## src/rtl/store_narrow_unit.sv

```systemverilog
// store_narrow_unit
//
// Sub-word store unit for the unpipelined MIPS core. It narrows a register
// value to a byte, halfword or word and commits it to a word-only data
// memory. Byte and halfword stores read the target word first, splice in the
// new lane and write the merged word back. Aligned word stores go straight to
// the write phase.
//
// Ports
//   i_clk          clock, rising edge
//   i_rst_n        asynchronous active-low reset
//   i_req          store request, accepted when i_req && o_ready
//   o_ready        high only while idle
//   i_addr         byte address
//   i_data         register source data
//   i_size         00 byte, 01 halfword, 10 word, 11 reserved
//   o_mem_addr     word address (byte address with the low two bits dropped)
//   o_mem_rd       read strobe, held until i_mem_rvalid
//   i_mem_rvalid   read data valid
//   i_mem_rdata    read data
//   o_mem_wr       write strobe, held until i_mem_wack
//   o_mem_wdata    merged write word
//   i_mem_wack     write accepted
//   o_done         one-cycle pulse, store committed
//   o_misalign     one-cycle pulse, request rejected

module store_narrow_unit #(
    parameter int AW = 32
) (
    input  logic          i_clk,
    input  logic          i_rst_n,
    input  logic          i_req,
    output logic          o_ready,
    input  logic [AW-1:0] i_addr,
    input  logic [31:0]   i_data,
    input  logic [1:0]    i_size,
    output logic [AW-3:0] o_mem_addr,
    output logic          o_mem_rd,
    input  logic          i_mem_rvalid,
    input  logic [31:0]   i_mem_rdata,
    output logic          o_mem_wr,
    output logic [31:0]   o_mem_wdata,
    input  logic          i_mem_wack,
    output logic          o_done,
    output logic          o_misalign
);

    typedef enum logic [2:0] {
        IDLE,
        RD,
        WR,
        DONE,
        ERR
    } state_t;

    localparam logic [1:0] SIZE_BYTE = 2'b00;
    localparam logic [1:0] SIZE_HALF = 2'b01;
    localparam logic [1:0] SIZE_WORD = 2'b10;

    state_t      state;
    logic [1:0]  size_q;
    logic [1:0]  lane_q;
    logic [15:0] narrow_q;

    logic        req_misaligned;
    logic [15:0] req_narrow;
    logic [31:0] merged_word;

    // Classify the incoming request. Reserved sizes and unaligned halfword or
    // word addresses are rejected without touching memory.
    always_comb begin
        req_misaligned = 1'b0;
        case (i_size)
            SIZE_BYTE: req_misaligned = 1'b0;
            SIZE_HALF: req_misaligned = i_addr[0];
            SIZE_WORD: req_misaligned = (i_addr[1:0] != 2'b00);
            default:   req_misaligned = 1'b1;
        endcase
    end

    // Only the low 16 bits are ever needed after accept: the word path writes
    // i_data straight into o_mem_wdata, so it never reads narrow_q.
    always_comb begin
        req_narrow = i_data[15:0];
        if (i_size == SIZE_BYTE) begin
            req_narrow = {8'h00, i_data[7:0]};
        end
    end

    // Splice the stored lane into the word read back from memory. Lanes are
    // little-endian: byte lane k owns bits [8k+7:8k], halfword lane 2 owns the
    // upper half. Everything outside the lane is preserved from memory.
    always_comb begin
        merged_word = i_mem_rdata;
        if (size_q == SIZE_BYTE) begin
            case (lane_q)
                2'd0:    merged_word[7:0]   = narrow_q[7:0];
                2'd1:    merged_word[15:8]  = narrow_q[7:0];
                2'd2:    merged_word[23:16] = narrow_q[7:0];
                default: merged_word[31:24] = narrow_q[7:0];
            endcase
        end else if (lane_q[1]) begin
            merged_word[31:16] = narrow_q;
        end else begin
            merged_word[15:0] = narrow_q;
        end
    end

    // Control FSM. Every output is a flop updated alongside the state, so no
    // input reaches an output combinationally. A reset in the middle of a
    // read-modify-write simply abandons it; nothing is written afterwards.
    always_ff @(posedge i_clk or negedge i_rst_n) begin
        if (!i_rst_n) begin
            state       <= IDLE;
            o_ready     <= 1'b1;
            o_mem_rd    <= 1'b0;
            o_mem_wr    <= 1'b0;
            o_done      <= 1'b0;
            o_misalign  <= 1'b0;
            o_mem_addr  <= '0;
            o_mem_wdata <= '0;
            size_q      <= '0;
            lane_q      <= '0;
            narrow_q    <= '0;
        end else begin
            o_done     <= 1'b0;
            o_misalign <= 1'b0;
            case (state)
                IDLE: begin
                    if (i_req) begin
                        o_ready    <= 1'b0;
                        o_mem_addr <= i_addr[AW-1:2];
                        size_q     <= i_size;
                        lane_q     <= i_addr[1:0];
                        narrow_q   <= req_narrow;
                        if (req_misaligned) begin
                            state      <= ERR;
                            o_misalign <= 1'b1;
                        end else if (i_size == SIZE_WORD) begin
                            state       <= WR;
                            o_mem_wr    <= 1'b1;
                            o_mem_wdata <= i_data;
                        end else begin
                            state    <= RD;
                            o_mem_rd <= 1'b1;
                        end
                    end
                end
                RD: begin
                    if (i_mem_rvalid) begin
                        state       <= WR;
                        o_mem_rd    <= 1'b0;
                        o_mem_wr    <= 1'b1;
                        o_mem_wdata <= merged_word;
                    end
                end
                WR: begin
                    if (i_mem_wack) begin
                        state    <= DONE;
                        o_mem_wr <= 1'b0;
                        o_done   <= 1'b1;
                    end
                end
                DONE, ERR: begin
                    state   <= IDLE;
                    o_ready <= 1'b1;
                end
                default: begin
                    state    <= IDLE;
                    o_ready  <= 1'b1;
                    o_mem_rd <= 1'b0;
                    o_mem_wr <= 1'b0;
                end
            endcase
        end
    end

endmodule
```

## config.mk

```make
export PLATFORM = sky130hd
export DESIGN_NAME = store_narrow_unit
export DESIGN_NICKNAME = d
export VERILOG_FILES = /design/src/rtl/store_narrow_unit.sv
export SDC_FILE = /design/constraint.sdc
export NUM_CORES = 1
export LEC_CHECK = 0
export BUFFER_PORTS_ARGS = -buffer_cell sky130_fd_sc_hd__buf_2
export CORE_MARGIN = 3
export CORE_UTILIZATION = 53
export DETAILED_ROUTE_END_ITERATION = 6
export PLACE_DENSITY = 0.88
export SYNTH_ARGS = -nofsm -noshare
export SYNTH_HDL_FRONTEND = slang
export SYNTH_SLANG_ARGS = --single-unit
```

## constraint.sdc

```tcl
create_clock -name i_clk -period 4.2 [get_ports i_clk]
set_input_delay 0.84 -clock i_clk [delete_from_list [all_inputs] [get_ports i_clk]]
set_output_delay 0.84 -clock i_clk [all_outputs]
set_load 0.02 [all_outputs]
```

Word-level counts from Yosys, hierarchy flattened. Index checks and enable logic that the tools add are counted. Widths: inputs -> output; s select.

ROM bits: 0. Memories: 0. Bits in registers: 90. Bits in latches: 0. Input bits: 103. Memory bits (writable): 0.

Order comparisons: 0. Eq/ne operators: 14. Mux-type cells: 38. $mul: 0. Add/subtract/negate cells: 0. Reduce and logical (&&, ||, !) cells: 16. Divide/modulo/power cells: 0. Shifts and indexed selects: 0. Bitwise gates (word level): 3.

Operators by type and width (number): $mux 32 (5); $pmux 32 s2 (1); $mux 16 (3); $mux 8 (4); $mux 1 (15); $mux 3 (4); $ne 2x2->1 const B (6); $reduce_and 5->1 (2); $pmux 3 s3 (1); $eq 3x2->1 const B (2); $logic_not 2->1 (3); $pmux 1 s3 (2); $reduce_and 6->1 (1); $reduce_or 3->1 (2); $eq 2x1->1 const B (2); $eq 2x2->1 const B (2); $pmux 1 s4 (1); $reduce_and 2->1 (2); $reduce_bool 2->1 (2); $reduce_or 2->1 (2); $eq 3x1->1 const B (1); $eq 3x3->1 const B (1); $logic_not 3->1 (1); $not 1->1 (3); other kinds (3) (3).

Logic depth before layout (Yosys ltp). Gate-level depths: netlist of run 1.

Depth after elaboration: 6. Depth in mapped cells: 7.

Least setup slack after synthesis of run 1. Ideal clock, no wire load.

Path kind: input to register. From: in i_size[0]. To: reg o_mem_wdata[20]. Stages: 6. Arrival: 2369 ps. Required time: 4105 ps. Setup slack: 1735 ps. Cell sequence: or4b_4 > o31a_1 > or2_1 > buf_6 > buf_6 > o31ai_1.

Longest elaborated chain between the ends: 4.

Ends and longest elaborated chain: start, declared (line 36) `input logic [1:0] i_size,`; $eq 2x2->1 (tied with other cells) (line 73, 139); $pmux 1 s3 (line 73) `case (i_size)`; $ne 2x2->1 (no line); $reduce_and 5->1 (no line) (*); end signal, assigned (line 142) `o_mem_wdata <= i_data;`; end signal, assigned (line 154) `o_mem_wdata <= merged_word;`; end, declared (line 42) `output logic [31:0] o_mem_wdata,`.

Mark *: on every way between the ends. The rest lies on a longest branch, timed or not. A chain may end at the register's enable or synchronous reset.

Worst setup path in the final report of run 1.
From: reg state[1]. To: reg o_mem_wdata[1].

Longest elaborated chain between the ends: 3.

Ends and longest elaborated chain: start, declared (line 60) `state_t state;`; start signal, assigned (line 114) `state <= IDLE;`; start signal, assigned (line 137) `state <= ERR;`; start signal, assigned (line 140) `state <= WR;`; $eq 3x1->1 / $logic_not 3->1 (equally long branches) (line 128) `case (state)`; $ne 2x2->1 (no line) / $reduce_bool 2->1 (equally long branches); $reduce_and 5->1 (no line).

Parallel ways exist; a longest one is shown, timed or not.

==> results of run 1 <==
## synth_stat cells (all sizes together) (9+ instances only)
cell	number	share of area [%]
o21ai	56	6.5
o221ai	15	3.1
clkbuf	32	2.8
dfrtp	89	52
nand2	154	13
a21oi	13	1.5
a211oi	9	1.6
a31oi	9	1.3
nor2	15	1.3
nand2b	10	1.5
## per-layer routing
metal	up-vias	wire length [microns]	GRT usage, %
met2	247	5680	42.6
met3	27	1350	6.25
li1	1987	-	-
met5	-	13	0
met1	1989	4930	35.7
met4	2	216	8.53
## logic make-up (layout without fill, tap and decap cells)
logic type | after synthesis | count (layout) | share of synthesized area [%]
buffers and inverters | 40 | 192 | 3.87
AND/OR/NAND/NOR | 212 | 212 | 20.9
multiplexers | 10 | 10 | 2.56
flip-flops | 90 | 90 | 52.4
AO/OA/AOI/OAI | 134 | 134 | 20.3
## cell type report
class / count / area [sq um]
inverter: 3 / 11.3
tap: 102 / 128
multi-input combinational: 356 / 1890
clock inverter: 4 / 51.3
clock buffer: 11 / 151
timing repair buffer: 174 / 886
sequential: 90 / 2250
fill: 632 / 2440
## metrics by stage
stage | power (uW) | hold slack [ns] | instances | utilization [%] | instance area [sq um]
global placement | 3610 | 0.448 | 725 | 66.2 | 5170
global route | 4620 | 0.503 | 740 | 68.8 | 5370
detailed placement | 3700 | 0.457 | 725 | 66.2 | 5170
floorplan | 3000 | 0.435 | 486 | - | 4300
finish | 4290 | 0.473 | 740 | 68.8 | 5370
CTS | 4290 | 0.477 | 740 | 68.8 | 5370
## final timing paths
| check | start | to | slack [ns] | cells after the start |
|---|---|---|---|---|
| worst max-delay path | state[1] | o_mem_wdata[1] | 1.19 | 4 |
| worst min-delay path | o_mem_addr[26] | o_mem_addr[26] | 0.47 | 2 |
| min in group asynchronous | i_rst_n | o_mem_wdata[17] | 0.69 | 1 |
| worst min register to register | o_mem_addr[26] | o_mem_addr[26] | 0.47 | 2 |
| max in group asynchronous | i_rst_n | o_mem_addr[29] | 2.78 | 1 |
| worst max register to register | state[1] | o_mem_wdata[1] | 1.19 | 4 |
## report_power, final
| group | internal (uW) | total (uW) | switching [uW] | leakage [uW] |
|---|---|---|---|---|
| clock network | 304 | 595 | 291 | 0.000101 |
| registers | 1280 | 1600 | 321 | 0.00111 |
| logic | 747 | 2100 | 1350 | 0.00151 |
| total | 2330 | 4290 | 1960 | 0.00273 |
## flip-flops by register name, summed over array words and instances, names as in the netlist
signal       flops
o_ready          1
lane_q           2
o_mem_rd         1
o_done           1
o_mem_wdata     32
size_q           2
o_misalign       1
narrow_q        16
o_mem_wr         1
o_mem_addr      30
state            3
## worst max-delay path, delay by kind of cell, from the launching register on
kind | cells | cell delay [ns]
flip-flops | 1 | 0.56
AND/OR/NAND/NOR | 1 | 0.72
multiplexers | 1 | 0.36
AO/OA/AOI/OAI | 2 | 1.21
## layout by cell type (no fill, tap or decap), types with 2 or more instances in the layout
master and count:
nand2_1 154, or2_2 2, mux2_2 8, a31oi_1 9
a211oi_1 9, o21ai_1 10, a211o_1 2, o31ai_1 8
a21oi_1 13, mux2i_1 2, a2bb2oi_1 8, or3b_2 2
inv_1 2, nor3_1 6, o21ai_0 46, nand2b_1 10
nor2_1 15, o31a_1 2, o2bb2ai_1 8, buf_4 6
buf_2 168, or3_1 8, o221ai_1 15, dfrtp_1 89
nand3_1 8, clkbuf_8 11
==> qor.yml, run 1 <==
status:
  run_status: "finished, final reports clean"
final_layout:
  layout.nets: 737
  flow.area_growth_from_synthesis_pct: 24.9
  antenna_cells: 0
  final_layout_size_suffix_gt1_share_pct: 32.3
cts:
  post_cts_resize_count: 0
  insertion_delay_ns: 0.34
  cts_made_buffers: 9
  cts_root_buffer: "clkbuf_8"
  hold_bufs_inserted_after_cts: 0
  clkSlewWorstSetupHoldPaths_ns: 0.09
  h-tree-depth: 3
  cts.sink_count: 90
  cts_setup_buffers: 0
  maximum_clock_path_buffer_count: 2
  cts_tree: "built"
synth:
  post_synth_num_cell_types: 38
  yosysWarnings: 0
  synth_sequential_area_ratio_pct: 52.4
  synth-async-reset-ratio_pct: 100
  synthCells: 486
  synth.net_count: 589
  postSynthRegisterBits: 90
  synth_area_sq_mm: 0.00430
  synth_enable_flop_cells: 0
  synth_flop_cell: "dfrtp_1"
  syn_avg_cell_area_sq_um: 8.85
route:
  detail_route.wl_per_cell_microns: 16.5
  num_vias: 4252
  drtIter0Drc: 366
  routed_wirelength_mm: 12.2
  number_of_optimization_iterations_in_the_first_detailed_route_pass: 5
  via_per_inst: 5.75
  ant_nets: 0
  drc_errors: 0
grt:
  globalRouteTotalUtil_pct: 26.6
  grt_pass1_wl_mm: 19.2
  globalRouteOverflowTotal: 0
  grt_pass1_vias: 4055
  grt_max_degree: 91
  antenna_found_initial: 1
floorplanning:
  die_h_microns: 96.1
  die_width_microns: 96.1
  placement_rows: 32
  effective_utilization_at_floorplan_pct: 55.1
  core_area_sq_mm: 0.00781
  design.portCount: 170
  die-area_sq_mm: 0.00923
timing:
  fin_worst_skew_ns: 0.00865
  setup-violations-final: 0
  period_minus_slack_ns: 3.01
  finalSetupTns_ns: 0
  fmax_mhz: 332
  max_slew_margin_pct: 18.8
  least_margin_pin_slew_ns: 1.22
  hold_viol: 0
  smallest_setup_slack_after_layout_ns: 1.19
  count_of_final_max_slew_check_failures: 0
  unrepaired_setup_endpoints_after_global_routing: "no"
  finalCritPeriodShare_pct: 71.6
critical_path:
  slowest_delay_ns: 1.00
  critical_path_required_ns: 4.40
  worst_endpoint_data_arrival_time_ns: 3.21
  critical_path.startpoint_type: "register"
  critical_path.cell_chain: "mux2i_1, o31a_1, or2_1, o21ai_0"
  slowest_stage: "o31a_1"
  crit_fanout: 34
  critical_path_class: "reg -> reg"
  worst_setup_path_end_kind: "register"
place:
  routabilityCongestion: 0.902
  placement.io_buffers: 169
  dp_hpwl_mm: 8.85
  preCtsSetupSlack_ns: 0.934
min_path:
  worstHoldPathType: "reg -> reg"
pwr:
  p_per_area_mw_per_mm2: 799
  vdd_ir_drop_max_uv: 361
  power.static_leakage_uw: 0.00273
job:
  timing.max_cap.violations: 0
Note: power is estimated with default switching activity, not from simulation.
==> run 2: changes to the inputs <==
- ABC_AREA: default -> 1
- CORE_UTILIZATION: 53 -> 51
- PLACE_DENSITY: 0.88 -> 0.83
- clock period: 4.2 -> 3 ns (I/O delays scaled with it)
==> run 2 against run 1 <==
Compared with the run above:
- utilization is 3.9 points lower
- routed wire length is 17% higher
- register-to-register slack worse by 0.26 ns
- clock power is 46% higher
- clock skew is 0.0014 ns lower
- via count is 24% higher
- highest routed layer unchanged
==> qor.yml, run 2 <==
job:
  timing.max_cap.violations: 0
synth:
  synth_xor_area_share_pct: 0
  netlist_top_cells_count: "nand2_1, nand3_1, dfrtp_1"
  post_synth_mux_area_share_pct: 0
  yosys.area.top_type: "dfrtp_1"
  post-synth-top-count-cell: "nand2_1"
  post_synth_num_cell_types: 20
  synth.net_count: 836
  yosys.area_share.simple_pct: 47.9
  synth_flop_cell: "dfrtp_1"
  syn_avg_cell_area_sq_um: 6.69
  postSynthRegisterBits: 90
  synth.top_cells.by_area: "dfrtp_1, nand2_1, nand3_1"
  synth_enable_flop_cells: 0
  synth_top_family_by_area: "simple AND/OR/NAND/NOR gates"
  synthCells: 733
  yosysWarnings: 0
  synth_compound_gate_area_share_pct: 1.17
  synth-async-reset-ratio_pct: 100
  synth_area_in_adders_pct: 0
  synth_sequential_area_ratio_pct: 46.0
  synth_area_sq_mm: 0.00490
  post-synth-top-area-fraction_pct: 45.4
route:
  drtIter0Drc: 460
  drt-met1-wl_mm: 6.21
  num_vias: 5292
  via_per_inst: 5.18
  ant_nets: 0
  drc_errors: 0
  routed_wirelength_mm: 14.3
  route.top_layer_used: "met5"
  met3_routed_wirelength_mm: 1.36
  route.met2.wl_mm: 6.46
  detail_route.wl_per_cell_microns: 14.0
  number_of_optimization_iterations_in_the_first_detailed_route_pass: 5
cts:
  insertion_delay_ns: 0.37
  post_cts_resize_count: 0
  hold_bufs_inserted_after_cts: 0
  cts_made_buffers: 9
  cts_setup_buffers: 0
  cts_root_buffer: "clkbuf_8"
  cts_tree: "built"
  cts.sink_count: 90
  clkSlewWorstSetupHoldPaths_ns: 0.09
  maximum_clock_path_buffer_count: 2
  h-tree-depth: 3
critical_path:
  critical_path_required_ns: 3.30
  critical_path_class: "reg -> reg"
  critical_path.startpoint_type: "register"
  crit_fanout: 33
  worst_endpoint_data_arrival_time_ns: 2.37
  worst_setup_path_end_kind: "register"
timing:
  unrepaired_setup_endpoints_after_global_routing: "no"
  hold_ws_ns: 0.197
  period_minus_slack_ns: 2.07
  finalCritPeriodShare_pct: 68.9
  max_slew_margin_pct: 41.3
  least_margin_pin_slew_ns: 0.881
  fmax_mhz: 484
  finalSetupTns_ns: 0
  hold_viol: 0
  count_of_final_max_slew_check_failures: 0
  fin_worst_skew_ns: 0.00720
  setup-violations-final: 0
floorplanning:
  core_area_sq_mm: 0.00928
  die_width_microns: 104
  die-area_sq_mm: 0.0108
  effective_utilization_at_floorplan_pct: 52.8
  die_h_microns: 104
  design.portCount: 170
  placement_rows: 35
place:
  dp_hpwl_mm: 9.84
  placement.io_buffers: 169
  routabilityCongestion: 0.922
pwr:
  total_power_uw: 6740
  vdd_ir_drop_max_uv: 757
  power.static_leakage_uw: 0.00355
  p_per_area_mw_per_mm2: 1120
final_layout:
  num-fill-cells: 892
  final_cell_mix: "nand2_1, buf_2, nand3_1, dfrtp_1, inv_1"
  final_layout_size_suffix_gt1_share_pct: 23.0
  most_common_cell_after_layout_fill_and_taps_aside: "nand2_1"
  layout.nets: 989
  largest_registers: "o_mem_wdata: 32 flops, o_mem_addr: 30 flops, narrow_q: 16 flops"
  top_register: "o_mem_wdata"
  flow.area_growth_from_synthesis_pct: 22.9
  largest_reg_flops: 32
grt:
  grt_max_degree: 53
  antenna_found_initial: 1
  globalRouteOverflowTotal: 0
  grt_pass1_vias: 4843
  grt_pass1_wl_mm: 23.8
  globalRouteTotalUtil_pct: 26.5
status:
  run_status: "finished, final reports clean"
min_path:
  worstHoldPathType: "in -> async"
[run 2: changes by cell type after synthesis, sizes merged, moves of 10 or more]
cell | before | now
a21oi | 13 | 0
clkbuf | 32 | 22
inv | 2 | 16
nand2 | 154 | 447
nand2b | 10 | 0
nand3 | 8 | 114
o21ai | 56 | 10
o221ai | 15 | 0
[run 2: final timing paths]
check / from / cells past startpoint / to / slack (ns)
setup / recovery: state[1] / 9 / o_mem_wdata[14] / 0.93
hold / removal: i_rst_n / 1 / o_mem_wdata[21] / 0.20
setup reg to reg: state[1] / 9 / o_mem_wdata[14] / 0.93
hold reg to reg: o_mem_addr[17] / 2 / o_mem_addr[17] / 0.47
max in group asynchronous: i_rst_n / 2 / narrow_q[12] / 2.16
min in group i_clk: i_addr[19] / 3 / o_mem_addr[17] / 0.42
[run 2: final cells by class]
class                      instances  area [sq um]  area share [%]
sequential                        90          2250            37.4
multi-input combinational        590          2420            40.1
clock inverter                     7          75.1            1.25
antenna                            1          2.50          0.0415
timing repair buffer             178           928            15.4
inverter                          17          63.8            1.06
tap                              129           161            2.68
clock buffer                       9           124            2.06
[run 2: cells by family (layout without fill, tap and decap cells)]
group / count (synthesis) / after routing
flops: 90 / 90
simple gates: 579 / 579
other cells: 0 / 1
compound gates: 11 / 11
buf+inv: 53 / 211
[run 2: power by group]
group	switching, uW	internal [uW]
registers	441	1780
clock network	478	392
logic	2490	1160
[run 2: through the flow]
stage	area (sq um)	util [%]	setup WS, ns	cells
after CTS	6020	64.9	0.960	1020
after global placement	5820	62.7	0.771	1004
final	6020	64.9	0.933	1021
after floorplan	4900	-	1.46	733
after detailed placement	5820	62.7	0.690	1004
after global routing	6020	64.9	0.796	1020
[run 2: worst max-delay path, cell delays in order (launching register included)]
cell and delay [ns]:
dfrtp_1 0.46, nor2_2 0.21, nand2_2 0.09, buf_4 0.26, inv_1 0.30, buf_4 0.34, nand3_1 0.12, nand2_1 0.09
nand2_1 0.05, nand2_1 0.07
[run 2: per-layer routing]
metal | vias up | global-route usage [%]
met5 | - | 0
met4 | 2 | 7.03
met2 | 279 | 40.0
li1 | 2600 | -
met3 | 33 | 7.20
met1 | 2378 | 38.0
